File: src/rtl/jogador_automatico.sv
// jogador_automatico: automatic player for the memory game.
// Learns the LED sequence shown by the game during its show phase. It then
// replays that sequence as timed one-hot button presses. It re-learns the
// sequence every round and parks while the game reports end-of-game.
module jogador_automatico #(
    parameter int MAX_JOGADAS  = 16,
    parameter int QUIET_CYCLES = 16,
    parameter int PRESS_CYCLES = 4,
    parameter int GAP_CYCLES   = 4
) (
    input  logic                               clock,
    input  logic                               reset,
    input  logic                               habilita,
    input  logic [3:0]                         leds,
    input  logic                               pronto,
    output logic [3:0]                         botoes,
    output logic [$clog2(MAX_JOGADAS+1)-1:0]   tamanho,
    output logic                               erro,
    output logic [3:0]                         db_estado
);

    localparam int TW  = $clog2(MAX_JOGADAS + 1);
    localparam int IW  = (MAX_JOGADAS > 1) ? $clog2(MAX_JOGADAS) : 1;
    localparam int QW  = $clog2(QUIET_CYCLES + 1);
    localparam int TMX = (PRESS_CYCLES > GAP_CYCLES) ? PRESS_CYCLES : GAP_CYCLES;
    localparam int TMW = $clog2(TMX + 1);

    typedef enum logic [3:0] {
        OCIOSO    = 4'd0,
        ESCUTA    = 4'd1,
        ACESO     = 4'd2,
        PRESSIONA = 4'd3,
        SOLTA     = 4'd4,
        FIM       = 4'd5
    } estado_t;

    estado_t        estado;
    logic [IW-1:0]  idx;
    logic [QW-1:0]  q;
    logic [TMW-1:0] timer;
    logic [3:0]     mem [MAX_JOGADAS];

    logic           leds_on;
    logic           multi_hot;
    logic           cheio;
    logic           cap_we;
    logic           ultimo;
    logic           q_fim;
    logic           press_fim;
    logic           gap_fim;

    // Capture qualifiers. The write strobe mirrors the ESCUTA branch of the
    // FSM, including the priority of habilita and pronto.
    always_comb begin
        leds_on   = (leds != 4'd0);
        multi_hot = ((leds & (leds - 4'd1)) != 4'd0);
        cheio     = (tamanho == TW'(MAX_JOGADAS));
        cap_we    = habilita && !pronto && (estado == ESCUTA) && leds_on && !cheio;
        ultimo    = (TW'(idx) == (tamanho - TW'(1)));
        q_fim     = (q == QW'(QUIET_CYCLES - 1));
        press_fim = (timer == TMW'(PRESS_CYCLES - 1));
        gap_fim   = (timer == TMW'(GAP_CYCLES - 1));
    end

    // Sequence memory. It has no reset because its contents are only
    // meaningful below tamanho. The write is never issued when full, so
    // the truncated address is always in range.
    always_ff @(posedge clock) begin
        if (cap_we)
            mem[tamanho[IW-1:0]] <= leds;
    end

    // Main FSM. botoes is registered and loaded on the edge that enters
    // PRESSIONA, which keeps the outputs free of input paths.
    always_ff @(posedge clock or posedge reset) begin
        if (reset) begin
            estado  <= OCIOSO;
            botoes  <= 4'd0;
            tamanho <= '0;
            erro    <= 1'b0;
            idx     <= '0;
            q       <= '0;
            timer   <= '0;
        end else if (!habilita) begin
            // Disable wins over everything and leaves a clean learner.
            estado  <= OCIOSO;
            botoes  <= 4'd0;
            tamanho <= '0;
            erro    <= 1'b0;
            idx     <= '0;
            q       <= '0;
            timer   <= '0;
        end else if (pronto && (estado != OCIOSO)) begin
            // End of game: release the buttons and park.
            estado <= FIM;
            botoes <= 4'd0;
            timer  <= '0;
        end else begin
            case (estado)
                OCIOSO: begin
                    tamanho <= '0;
                    idx     <= '0;
                    erro    <= 1'b0;
                    q       <= '0;
                    estado  <= ESCUTA;
                end

                ESCUTA: begin
                    if (leds_on) begin
                        // First lit edge is the capture; ACESO absorbs the rest.
                        estado <= ACESO;
                        if (cheio)
                            erro <= 1'b1;
                        else
                            tamanho <= tamanho + TW'(1);
                        if (multi_hot)
                            erro <= 1'b1;
                    end else if (q_fim && (tamanho != '0)) begin
                        // The show phase has ended, so start the replay at entry 0.
                        estado <= PRESSIONA;
                        idx    <= '0;
                        timer  <= '0;
                        botoes <= mem[0];
                    end else if (!q_fim) begin
                        q <= q + QW'(1);
                    end
                end

                ACESO: begin
                    if (!leds_on) begin
                        estado <= ESCUTA;
                        q      <= '0;
                    end
                end

                PRESSIONA: begin
                    if (press_fim) begin
                        estado <= SOLTA;
                        timer  <= '0;
                        botoes <= 4'd0;
                    end else begin
                        timer <= timer + TMW'(1);
                    end
                end

                SOLTA: begin
                    if (gap_fim) begin
                        timer <= '0;
                        if (ultimo) begin
                            // Replay done: forget the sequence and listen again.
                            estado  <= ESCUTA;
                            tamanho <= '0;
                            idx     <= '0;
                            q       <= '0;
                        end else begin
                            estado <= PRESSIONA;
                            idx    <= idx + IW'(1);
                            botoes <= mem[idx + IW'(1)];
                        end
                    end else begin
                        timer <= timer + TMW'(1);
                    end
                end

                FIM: begin
                    // Only reached with pronto low, so the game has restarted.
                    botoes  <= 4'd0;
                    estado  <= ESCUTA;
                    tamanho <= '0;
                    idx     <= '0;
                    q       <= '0;
                end

                default: begin
                    estado <= OCIOSO;
                    botoes <= 4'd0;
                end
            endcase
        end
    end

    assign db_estado = estado;

endmodule

File: config.mk
export PLATFORM = sky130hd
export DESIGN_NAME = jogador_automatico
export DESIGN_NICKNAME = d
export VERILOG_FILES = /design/src/rtl/jogador_automatico.sv
export SDC_FILE = /design/constraint.sdc
export NUM_CORES = 1
export LEC_CHECK = 0
export CAP_MARGIN = 5
export CORE_ASPECT_RATIO = 0.75
export CORE_MARGIN = 2
export CORE_UTILIZATION = 55
export CTS_CLUSTER_DIAMETER = 30
export DETAILED_ROUTE_END_ITERATION = 10
export PLACE_DENSITY = 0.74
export SKIP_LAST_GASP = 1
export SYNTH_ARGS = -nofsm -noshare
export SYNTH_HDL_FRONTEND = slang
export SYNTH_SLANG_ARGS = --single-unit
File: constraint.sdc
create_clock -name clock -period 2.9 [get_ports clock]
set_input_delay 0.87 -clock clock [delete_from_list [all_inputs] [get_ports clock]]
set_output_delay 0.87 -clock clock [all_outputs]
set_load 0.05 [all_outputs]
Word level (Yosys, flattened, before mapping)
Memories as Yosys holds them, arrays and structs flattened.
Index checks and enable logic that the tools add are counted.
{"block": "op_classes", "n_addsub": 6, "eq_ne": 32, "muxes": 52, "bitwise": 1, "reduce_logical": 23}
{"cell": "2-to-1 mux 4 bit", "count": 20}
{"cell": "2-to-1 mux 5 bit", "count": 12}
{"cell": "!= test 3 bit (second input constant)", "count": 8}
{"cell": "!= test 4 bit (second input constant)", "count": 5}
{"cell": "one-hot mux 4 bit (5 select lines)", "count": 1}
{"cell": "one-hot mux 5 bit (4 select lines)", "count": 1}
{"cell": "one-hot mux 4 bit (4 select lines)", "count": 1}
{"cell": "2-to-1 mux 3 bit", "count": 5}
{"cell": "one-hot mux 5 bit (3 select lines)", "count": 1}
{"cell": "!= test 4 x 2 -> 1 bit (second input constant)", "count": 3}
{"cell": "one-hot mux 4 bit (3 select lines)", "count": 1}
{"cell": "AND reduction 6 bit", "count": 2}
{"cell": "nonzero test 4 bit", "count": 3}
{"cell": "adder 5 x 1 -> 5 bit (second input constant)", "count": 2}
{"cell": "== test 4 x 2 -> 1 bit (second input constant)", "count": 2}
{"cell": "== test 4 x 3 -> 1 bit (second input constant)", "count": 2}
{"cell": "AND reduction 4 bit", "count": 2}
{"cell": "AND reduction 8 bit", "count": 1}
{"cell": "2-to-1 mux 1 bit", "count": 7}
{"cell": "logical AND 1 bit", "count": 6}
{"cell": "!= test 3 x 2 -> 1 bit (second input constant)", "count": 2}
{"cell": "one-hot mux 3 bit (2 select lines)", "count": 1}
{"cell": "OR reduction 2 bit", "count": 3}
{"cell": "== test 4 x 5 -> 1 bit", "count": 1}
{"cell": "other kinds (21)", "count": 22}
{"block": "word_totals", "ff_bits": 26, "ram_bits": 64, "in_bits": 8, "word_cells": 122, "memories": 1}
{"memory": "mem", "depth": 16, "word_bits": 4, "read_ports": 2, "rd_clocked_by_memory_dff": 0, "write_ports": 1, "line": "41", "rtl": "logic [3:0] mem [MAX_JOGADAS];"}

Logic depth before layout (Yosys ltp)
Gate-level depths: netlist of run 1.
{"block": "depth", "ltp_word": 8, "ltp_mapped": 8, "depth_no_buf": 8}

Worst setup path after synthesis of run 1
OpenSTA, ideal clock, no wires.
{"block": "synth_timing", "path_type": "register -> register", "start": "register tamanho[0]", "end": "memory mem[3][0] (enable)", "setup_time_ps": 309, "t_arrival_ps": 2350, "setup_slack_ps": 241, "path_stages_with_launch": 9, "n_path_buf": 1, "synth_period_minus_slack_ps": 2659, "path_cell_list": "dfrtp_1 > inv_1 > ha_1 > nand2b_1 > a21oi_1 > o2111ai_4 > a211oi_2 > buf_4 > and3_1"}
{"block": "synth_between", "elab_chain_len": 5}
{"item": "from (decl)", "line": "17", "rtl": "output logic [$clog2(MAX_JOGADAS+1)-1:0] tamanho,"}
{"item": "from (signal assigned)", "line": "115", "rtl": "tamanho <= tamanho + TW'(1);"}
{"item": "== test 5 bit", "line": "57", "rtl": "cheio = (tamanho == TW'(MAX_JOGADAS));"}
{"item": "logical NOT 1 bit", "line": "58", "rtl": "cap_we = habilita && !pronto && (estado == ESCUTA) && leds_on && !cheio;"}
{"item": "logical AND 1 bit", "line": "58"}
{"item": "2-to-1 mux 1 bit", "line": "69", "rtl": "if (cap_we)"}
{"item": "2-to-1 mux 1 bit (implied by the code)", "line": "70", "rtl": "mem[tamanho[IW-1:0]] <= leds;"}
{"item": "to (decl)", "line": "41"}
Several ways; a longest one is shown, not always the timed one.

Worst setup path after layout of run 1
{"block": "layout_timing", "start": "register tamanho[2]", "end": "output tamanho[2]"}
No word-level cell between the ends.

==> run summary, run 1 <==
Share of the synthesized area in the top cell type = 0.432
Fmax = 360 MHz
First-pass GRT wire length = 15500 um
Worst vdd ir = 0.000357 V
Tot Pwr = 3.18 mW
Antenna violations before repair = 0
Max_slew headroom = 0.532
CTS tree = built
Slew @ Worst Pin = 0.700 ns
Final period utilization = 0.957
Via density = 6.14
Pre-antenna DRT Iters = 6
Simple-gate share of the synthesized area = 0.140
LEAKAGE = 1.91 nW
Initial Utilization = 0.564
Synth warnings = 0
Area of the die = 8830 um^2
Share of cells above drive strength 1 = 0.191
Minimum clock period = 2.77 ns
Mux share of post-synthesis cell area = 0.0943
Post-synthesis sequential area ratio = 0.573
I/O pins = 22
Status = complete, no violations
Final nets = 394
Clk root buf = clkbuf_8
Top-count cell post-synth = edfxtp_1
Post-Synth Adder-Cell Area = 0.0248
Routed WL = 9860 um
Crit end category = primary output
Clk Latency, worst-skew pair = 0.37 ns
1st-iter DRT viols = 243
CTS Sinks = 89
Critical path class = reg2out
CTS hold repair buffers = 0
Compound-Gate Fraction of Synth Area = 0.117
Hold crit path type = reg2reg
Post-synth ARST share = 0.281
DRC viols = 0
CP delay by family, top = buffers and inverters
Slowest CP cell = clkdlybuf4s50_1
Via count = 2995
Mapped Cells = 336
CTS Buffer Depth = 2
Synthesized-area fraction occupied by xor and xnor cells = 0.0158
Final Hold Fails = 0
Die width = 108 um
Global route overflow = 0
Max Cap Viol = 0
Area growth, synth to finish = 14.8%
DP HPWL = 7040 um
Clock transition at the registers of the reported paths = 0.09 ns
# setup viols final = 0
Synth Net Count = 352
Core Box Area = 7880 um^2
GRT Util Overall = 0.242
Num rows = 28
Critical path required time = 2.03 ns
Crit path launch type = flop
Diodes inserted = 0
Die Ht = 81.9 um
DR WL/cell = 20.2 um
Finished Core Util = 0.647
Port buffer count = 20
Worst path max stage delay = 0.90 ns
Main synth FF type = edfxtp_1
Crit path DAT = 1.90 ns
Vias in the first global route = 2851
CP cell instances = clkdlybuf4s50_1
Largest family of logic cells by synthesized area = simple AND/OR/NAND/NOR gates
Pin count of the biggest net entering global routing = 26
Synth cell count leaders = edfxtp_1, dfrtp_1, nor2_1, nand2_1, and3_1
Mapped Area = 4450 um^2
CTS Buf Count = 9
Largest cells by area after synthesis = edfxtp_1, dfrtp_1, mux4_2
Buffers & Inverters on Critical Path = 1
Placer Congestion = 0.851
Crit Path Max Fanout = 11
Max-slew violation count = 0
H-tree depth = 3
Synthesized flop and latch total = 89
Post-synth top area cell = edfxtp_1
Final ANT Viol Nets = 0
PwrDens = 623 nW/um^2
Distinct cells, synth = 65
RSZ-0062 raised after global routing = no
Average cell area after synthesis = 13.2 um^2
Number of synthesized flops with an enable pin = 64
Worst Skew = 0.0144 ns
[what timing repair did]
| action | 4_1_cts | 5_1_grt |
|---|---|---|
| resized for setup | 0 | 1 |
| buffers inserted | 0 | 1 |
| setup endpoints to repair | 0 | 56 |
[final cells by class]
| type | count | area, um^2 |
|---|---|---|
| fill | 586 | 2780 |
| timing repair buffer | 48 | 423 |
| clock inverter | 7 | 77.6 |
| sequential | 89 | 2550 |
| multi-input combinational | 218 | 1760 |
| inverter | 12 | 45.0 |
| clock buffer | 9 | 124 |
| tap | 105 | 131 |
[path summary, 6_finish.rpt]
| kind | to | depth (start not counted) | slack [ns] | from |
|---|---|---|---|---|
| max in group asynchronous | q[4]$_DFFE_PP0P_ | 3 | 1.79 | reset |
| min in group asynchronous | q[1]$_DFFE_PP0P_ | 3 | 0.85 | reset |
| max | tamanho[2] | 1 | 0.13 | tamanho[2]$_DFFE_PP0P_ |
| max reg2reg | mem[1][0]$_DFFE_PP_ | 8 | 0.33 | tamanho[0]$_DFFE_PP0P_ |
| min | timer[2]$_DFFE_PP0P_ | 1 | 0.49 | timer[2]$_DFFE_PP0P_ |
| min reg2reg | timer[2]$_DFFE_PP0P_ | 1 | 0.49 | timer[2]$_DFFE_PP0P_ |
[report_power, final]
| group | switching (mW) | internal, mW |
|---|---|---|
| sequential | 0.0488 | 1.41 |
| clock | 0.460 | 0.405 |
| combinational | 0.501 | 0.356 |
[routing by layer]
metal / up-vias / share of wire / track usage / wire (um)
li1: 1372 / - / - / -
met1: 1469 / 0.48 / 0.371 / 4690
met2: 140 / 0.43 / 0.345 / 4230
met3: 14 / 0.081 / 0.0484 / 797
met4: 0 / 0.014 / 0.0859 / 140
met5: - / 0 / 0 / 0
[registers in the layout, summed over array words and instances (netlist names)]
| name | flops |
|---|---|
| timer | 3 |
| idx | 4 |
| botoes | 4 |
| db_estado | 3 |
| mem | 64 |
| erro | 1 |
| tamanho | 5 |
| q | 5 |
[placed cells by master (no fill, tap or decap), drive strengths merged, types with 11 or more instances in the layout]
master and count:
buf 28, nor2 23, dfrtp 25, mux4 12, inv 14, and3 16, o21ai 11, edfxtp 64
nand2 19, clkdlybuf4s50 20
[stage by stage]
step	cells	setup TNS (ns)	worst slack, ns	area (um^2)	hold slack, ns
after floorplan	336	0	0.241	4450	0.449
after global placement	471	-17.44	-0.340	4870	0.463
after detailed placement	471	-15.99	-0.317	4870	0.470
after CTS	487	0	0.0186	5080	0.494
after global routing	488	0	0.0884	5100	0.525
final	488	0	0.125	5100	0.488
[logic make-up (layout without fill, tap and decap cells)]
group	Yosys count	count (layout)
compound gates	66	66
other cells	1	1
mux	26	26
simple gates	108	108
fa+ha+maj	9	9
xor+xnor	8	8
flops	89	89
buf+inv	29	76
No activity file was read; power rests on OpenSTA's default activity.
==> run 2: changes to the inputs <==
Settings changed: SKIP_CTS_REPAIR_TIMING set to 1.
==> results of run 2 <==
Same layout as run 1: the final DEF is identical, and so are final timing and power.
==> edit 1: new RTL, flow settings as in run 1 <==
Register the inputs `habilita`, `leds` and `pronto` before use, without a reset. The logic sees them one clock later.
--- a/src/rtl/jogador_automatico.sv
+++ b/src/rtl/jogador_automatico.sv
@@ -36,2 +36,12 @@
 
+    logic habilita_q;
+    logic [3:0] leds_q;
+    logic pronto_q;
+
+    always_ff @(posedge clock) begin
+        habilita_q <= habilita;
+        leds_q     <= leds;
+        pronto_q   <= pronto;
+    end
+
     estado_t        estado;
@@ -54,6 +64,6 @@
     always_comb begin
-        leds_on   = (leds != 4'd0);
-        multi_hot = ((leds & (leds - 4'd1)) != 4'd0);
+        leds_on   = (leds_q != 4'd0);
+        multi_hot = ((leds_q & (leds_q - 4'd1)) != 4'd0);
         cheio     = (tamanho == TW'(MAX_JOGADAS));
-        cap_we    = habilita && !pronto && (estado == ESCUTA) && leds_on && !cheio;
+        cap_we    = habilita_q && !pronto_q && (estado == ESCUTA) && leds_on && !cheio;
         ultimo    = (TW'(idx) == (tamanho - TW'(1)));
@@ -69,3 +79,3 @@
         if (cap_we)
-            mem[tamanho[IW-1:0]] <= leds;
+            mem[tamanho[IW-1:0]] <= leds_q;
     end
@@ -83,3 +93,3 @@
             timer   <= '0;
-        end else if (!habilita) begin
+        end else if (!habilita_q) begin
             // Disable wins over everything and leaves a clean learner.
@@ -92,3 +102,3 @@
             timer   <= '0;
-        end else if (pronto && (estado != OCIOSO)) begin
+        end else if (pronto_q && (estado != OCIOSO)) begin
             // End of game: release the buttons and park.
Formal check against the unedited RTL: not equivalent (a bounded check fails within 4 cycles, from zero or initial values and one cycle with reset high).
==> edit 1 against run 1 <==
Sequential cell count grew 6. Synthesized area increased by 3.7%. Worst setup slack improved by 15 ps. Power fell by 9.6%. Count of clock-buffer cells in the layout did not move. Clock power down 3.9%. Routed wire length up 8.8%. Design area grew 3.1%. Largest cell class unchanged. Highest routed layer unchanged.
==> edit 1: results (changes against run 1) <==
finish:
  seq_share: 0.507  # was 0.499
  multi_input_area_share: 0.342  # was 0.344
  fin_cells: 512  # was 488
  fill_cells: 581  # was 586
  clock_area_frac: 0.0366  # was 0.0395
  num-nonclk-buffers: 47  # was 48
  inv_count: 18  # was 12
  nNetsFinal: 418  # was 394
  syn_to_final_growth_pct: 14.1  # was 14.8%
  final-nonclk-buf-share: 0.0765  # was 0.0829
  drive_gt1_frac: 0.192  # was 0.191
sta:
  whs_ps: 509  # was 488 ps
  fin_skew_ps: 12.2  # was 14.4 ps
  maxSlewHeadroom: 0.452  # was 0.532
routing:
  drt_wl_total_um: 10700  # was 9860 um
  via_per_inst: 6.43  # was 6.14
  drt-initial-drc-count: 431  # was 243
grt:
  grt_use_total: 0.257  # was 0.242
  grt_pass1_wl_um: 17400  # was 15500 um
  grt_pass1_vias: 3170  # was 2851
yosys:
  ys_async_sr_fraction: 0.263  # was 0.281
  yosysWarnings: 0  # unchanged
  synth_common_cells: "edfxtp_1, nand2_1, dfrtp_1"  # was edfxtp_1, dfrtp_1, nor2_1
  synth_fp_nets: 378  # was 352
  avgSynthCellArea_um2: 12.7  # was 13.2 um^2
  synth.distinct_cells: 67  # was 65
  synthCells: 362  # was 336
  ys_top_cells_by_area: "edfxtp_1, dfrtp_1, mux4_2"  # unchanged
  synth_seq_area_share: 0.578  # was 0.573
clock_tree:
  cts_sinks: 95  # was 89
power:
  leakage_nw: 1.92  # was 1.91 nW
  peakVddDrop_v: 0.000281  # was 0.000357 V
setup_path:
  slowest_delay_ps: 640  # was 900 ps
  cp_top_family: "simple AND/OR/NAND/NOR gates"  # was buffers and inverters
  cp_data_arrival_time_ps: 2850  # was 1900 ps
  reg2reg_depth: 7  # was 8
  r2r-end: "mem[2][1]"  # was mem[1][0]
place:
  routabilityCongestion: 0.905  # was 0.851
  dp_hpwl_um: 7640  # was 7040 um
  placed_cell_area_mm2: 0.00506  # was 0.00487 mm^2
  placed_cells: 496  # was 471
run_status:
  status: "finished, final reports clean"  # unchanged
## edit 1: worst max path at each step
stage                     slack [ps]  depth (start not counted)       start        end
after floorplan                   30                          7  tamanho[0]  mem[1][0]
after global placement           350                          7  tamanho[0]  mem[2][1]
after detailed placement         180                          6  tamanho[0]  mem[3][1]
after CTS                        150                          6  tamanho[0]  mem[3][2]
after global routing              20                          7  tamanho[0]  mem[2][2]
final                            140                          7  tamanho[0]  mem[2][1]
## edit 1: layer usage
metal	up-vias	share of wire	GRT usage
met5	-	0	0
met4	0	0.020	0.0817
met3	21	0.12	0.0840
met2	209	0.42	0.343
met1	1597	0.44	0.397
li1	1467	-	-
## edit 1: repair_timing
item | 4_1_cts | 5_1_grt
resized for setup | 0 | 1
setup buffers | 0 | 0
setup endpoints to repair | 0 | 4
## edit 1: logic make-up (layout without fill, tap and decap cells)
| logic type | after synthesis | count (layout) | share of synthesized area |
|---|---|---|---|
| AO/OA/AOI/OAI | 77 | 77 | 0.127 |
| XOR/XNOR | 8 | 8 | 0.0168 |
| adder cells (fa/ha/maj) | 8 | 8 | 0.0217 |
| buffers and inverters | 36 | 81 | 0.0336 |
| flip-flops | 95 | 95 | 0.578 |
| multiplexers | 22 | 22 | 0.0811 |
| other | 1 | 1 | 0.000813 |
| AND/OR/NAND/NOR | 115 | 115 | 0.140 |
## edit 1: power groups by stage
stage	clock network, mW	registers [mW]	logic (mW)
floorplan	0	1.60	0.289
global placement	0	1.54	0.520
detailed placement	0	1.54	0.527
CTS	0.846	1.51	0.529
global route	0.894	1.51	0.581
finish	0.831	1.51	0.536
## edit 1: worst register-to-register path, stage by stage, from the launching register on
cell,delay (ps)
dfrtp_2,450
inv_1,100
ha_1,210
and4bb_2,280
o21a_1,220
or4_1,640
nor4_1,360
buf_4,220
==> edit 2: new RTL, flow settings as in run 1 <==
Made on the original files. The parameter `PRESS_CYCLES` goes from 4 to 2.
--- a/src/rtl/jogador_automatico.sv
+++ b/src/rtl/jogador_automatico.sv
@@ -7,3 +7,3 @@
     parameter int QUIET_CYCLES = 16,
-    parameter int PRESS_CYCLES = 4,
+    parameter int PRESS_CYCLES = 2,
     parameter int GAP_CYCLES   = 4
Behaviour: same outputs for any inputs over 10 cycles, from zero or initial values and one cycle with reset high; that may be too few to reach the edited logic, so the function may still have changed.
==> edit 2 against run 1 <==
Critical path depth is the same. Via count up 1.1%. Global-route usage is 0.10 points higher. Design area up 0.17%. Worst setup slack improved by 67 ps. Synthesized area is 0.59% higher. Power down 13%. Final cell count grew 0.82%. Routed wire length is 0.76% lower. Synthesized cell count is 0.89% higher. Hold slack better by 13 ps. Sequential cell count unchanged. Critical path type unchanged. Critical endpoint is now tamanho[3].
==> edit 2: results (changes against run 1) <==
yosys:
  avgSynthCellArea_um2: 13.2  # about the same
  synth.distinct_cells: 64  # was 65
  synth_fp_nets: 358  # was 352
  synth_seq_area_share: 0.570  # was 0.573
  ys_top_cells_by_area: "edfxtp_1, dfrtp_1, mux4_2"  # unchanged
finish:
  drive_gt1_frac: 0.199  # was 0.191
  fill_cells: 585  # was 586
  nNetsFinal: 401  # was 394
routing:
  drt-initial-drc-count: 317  # was 243
  avgRoutedWirePerCell_um: 19.9  # was 20.2 um
  route.vias.total: 3029  # was 2995
setup_path:
  cp_data_arrival_time_ps: 1840  # was 1900 ps
place:
  dp_hpwl_um: 7010  # was 7040 um
  routabilityCongestion: 0.936  # was 0.851
  placed_cell_area_mm2: 0.00494  # was 0.00487 mm^2
  placed_cells: 476  # was 471
power:
  p_int_mw: 1.94  # was 2.17 mW
  p_comb_frac: 0.212  # was 0.270
  peakVddDrop_v: 0.000369  # was 0.000357 V
  clkPwrFrac: 0.273  # was 0.272
run_status:
  status: "finished, final reports clean"  # unchanged
grt:
  grt_pass1_vias: 2944  # was 2851
  grt_pass1_wl_um: 15700  # was 15500 um
sta:
  fin_skew_ps: 14.8  # was 14.4 ps
  tightest_slew_ps: 613  # was 700 ps
[edit 2: cell count changes after synthesis, moves of 5 or more]
cell and change:
a21oi_1 +8, clkbuf_1 +5, nand2_1 -8, nor3_1 +11
[edit 2: cells by family after synthesis]
group | count (synthesis) | share of synthesized area
simple gates | 99 | 0.123
flops | 89 | 0.570
compound gates | 68 | 0.113
buf+inv | 32 | 0.0311
mux | 30 | 0.113
fa+ha+maj | 12 | 0.0330
xor+xnor | 8 | 0.0173
other cells | 1 | 0.000838
[edit 2: per-layer routing]
metal	track usage	vias up	part of all wire
met2	0.345	118	0.43
met5	0	-	0
met3	0.0651	13	0.078
li1	-	1383	-
met4	0.0744	0	0.011
met1	0.369	1515	0.48
[edit 2: cell type report]
type / instances / area, um^2 / area share
Clock buffer: 9 / 124 / 0.0242
Clock inverter: 7 / 45.0 / 0.00881
Inverter: 14 / 52.6 / 0.0103
Multi-Input combinational cell: 218 / 1790 / 0.349
Sequential cell: 89 / 2550 / 0.498
Tap cell: 105 / 131 / 0.0257
Timing Repair Buffer: 50 / 425 / 0.0832
[edit 2: path summary, 6_finish.rpt]
path / from / to / slack, ps / cells after the start
worst min-delay path: botoes[0] / botoes[0] / 500 / 1
min in group asynchronous: reset / tamanho[1] / 860 / 3
worst max-delay path: tamanho[3] / tamanho[3] / 190 / 1
worst min register to register: botoes[0] / botoes[0] / 500 / 1
max in group asynchronous: reset / idx[0] / 1770 / 3
worst max register to register: tamanho[1] / mem[10][0] / 230 / 8
[edit 2: stage by stage]
step | power (mW) | TNS, ps | setup WS [ps]
after floorplan | 1.81 | 0 | 93.9
final | 2.75 | 0 | 192
after global placement | 2.01 | -507 | -108
after global routing | 2.86 | 0 | 34.9
after CTS | 2.76 | 0 | 204
after detailed placement | 2.02 | -2710 | -153
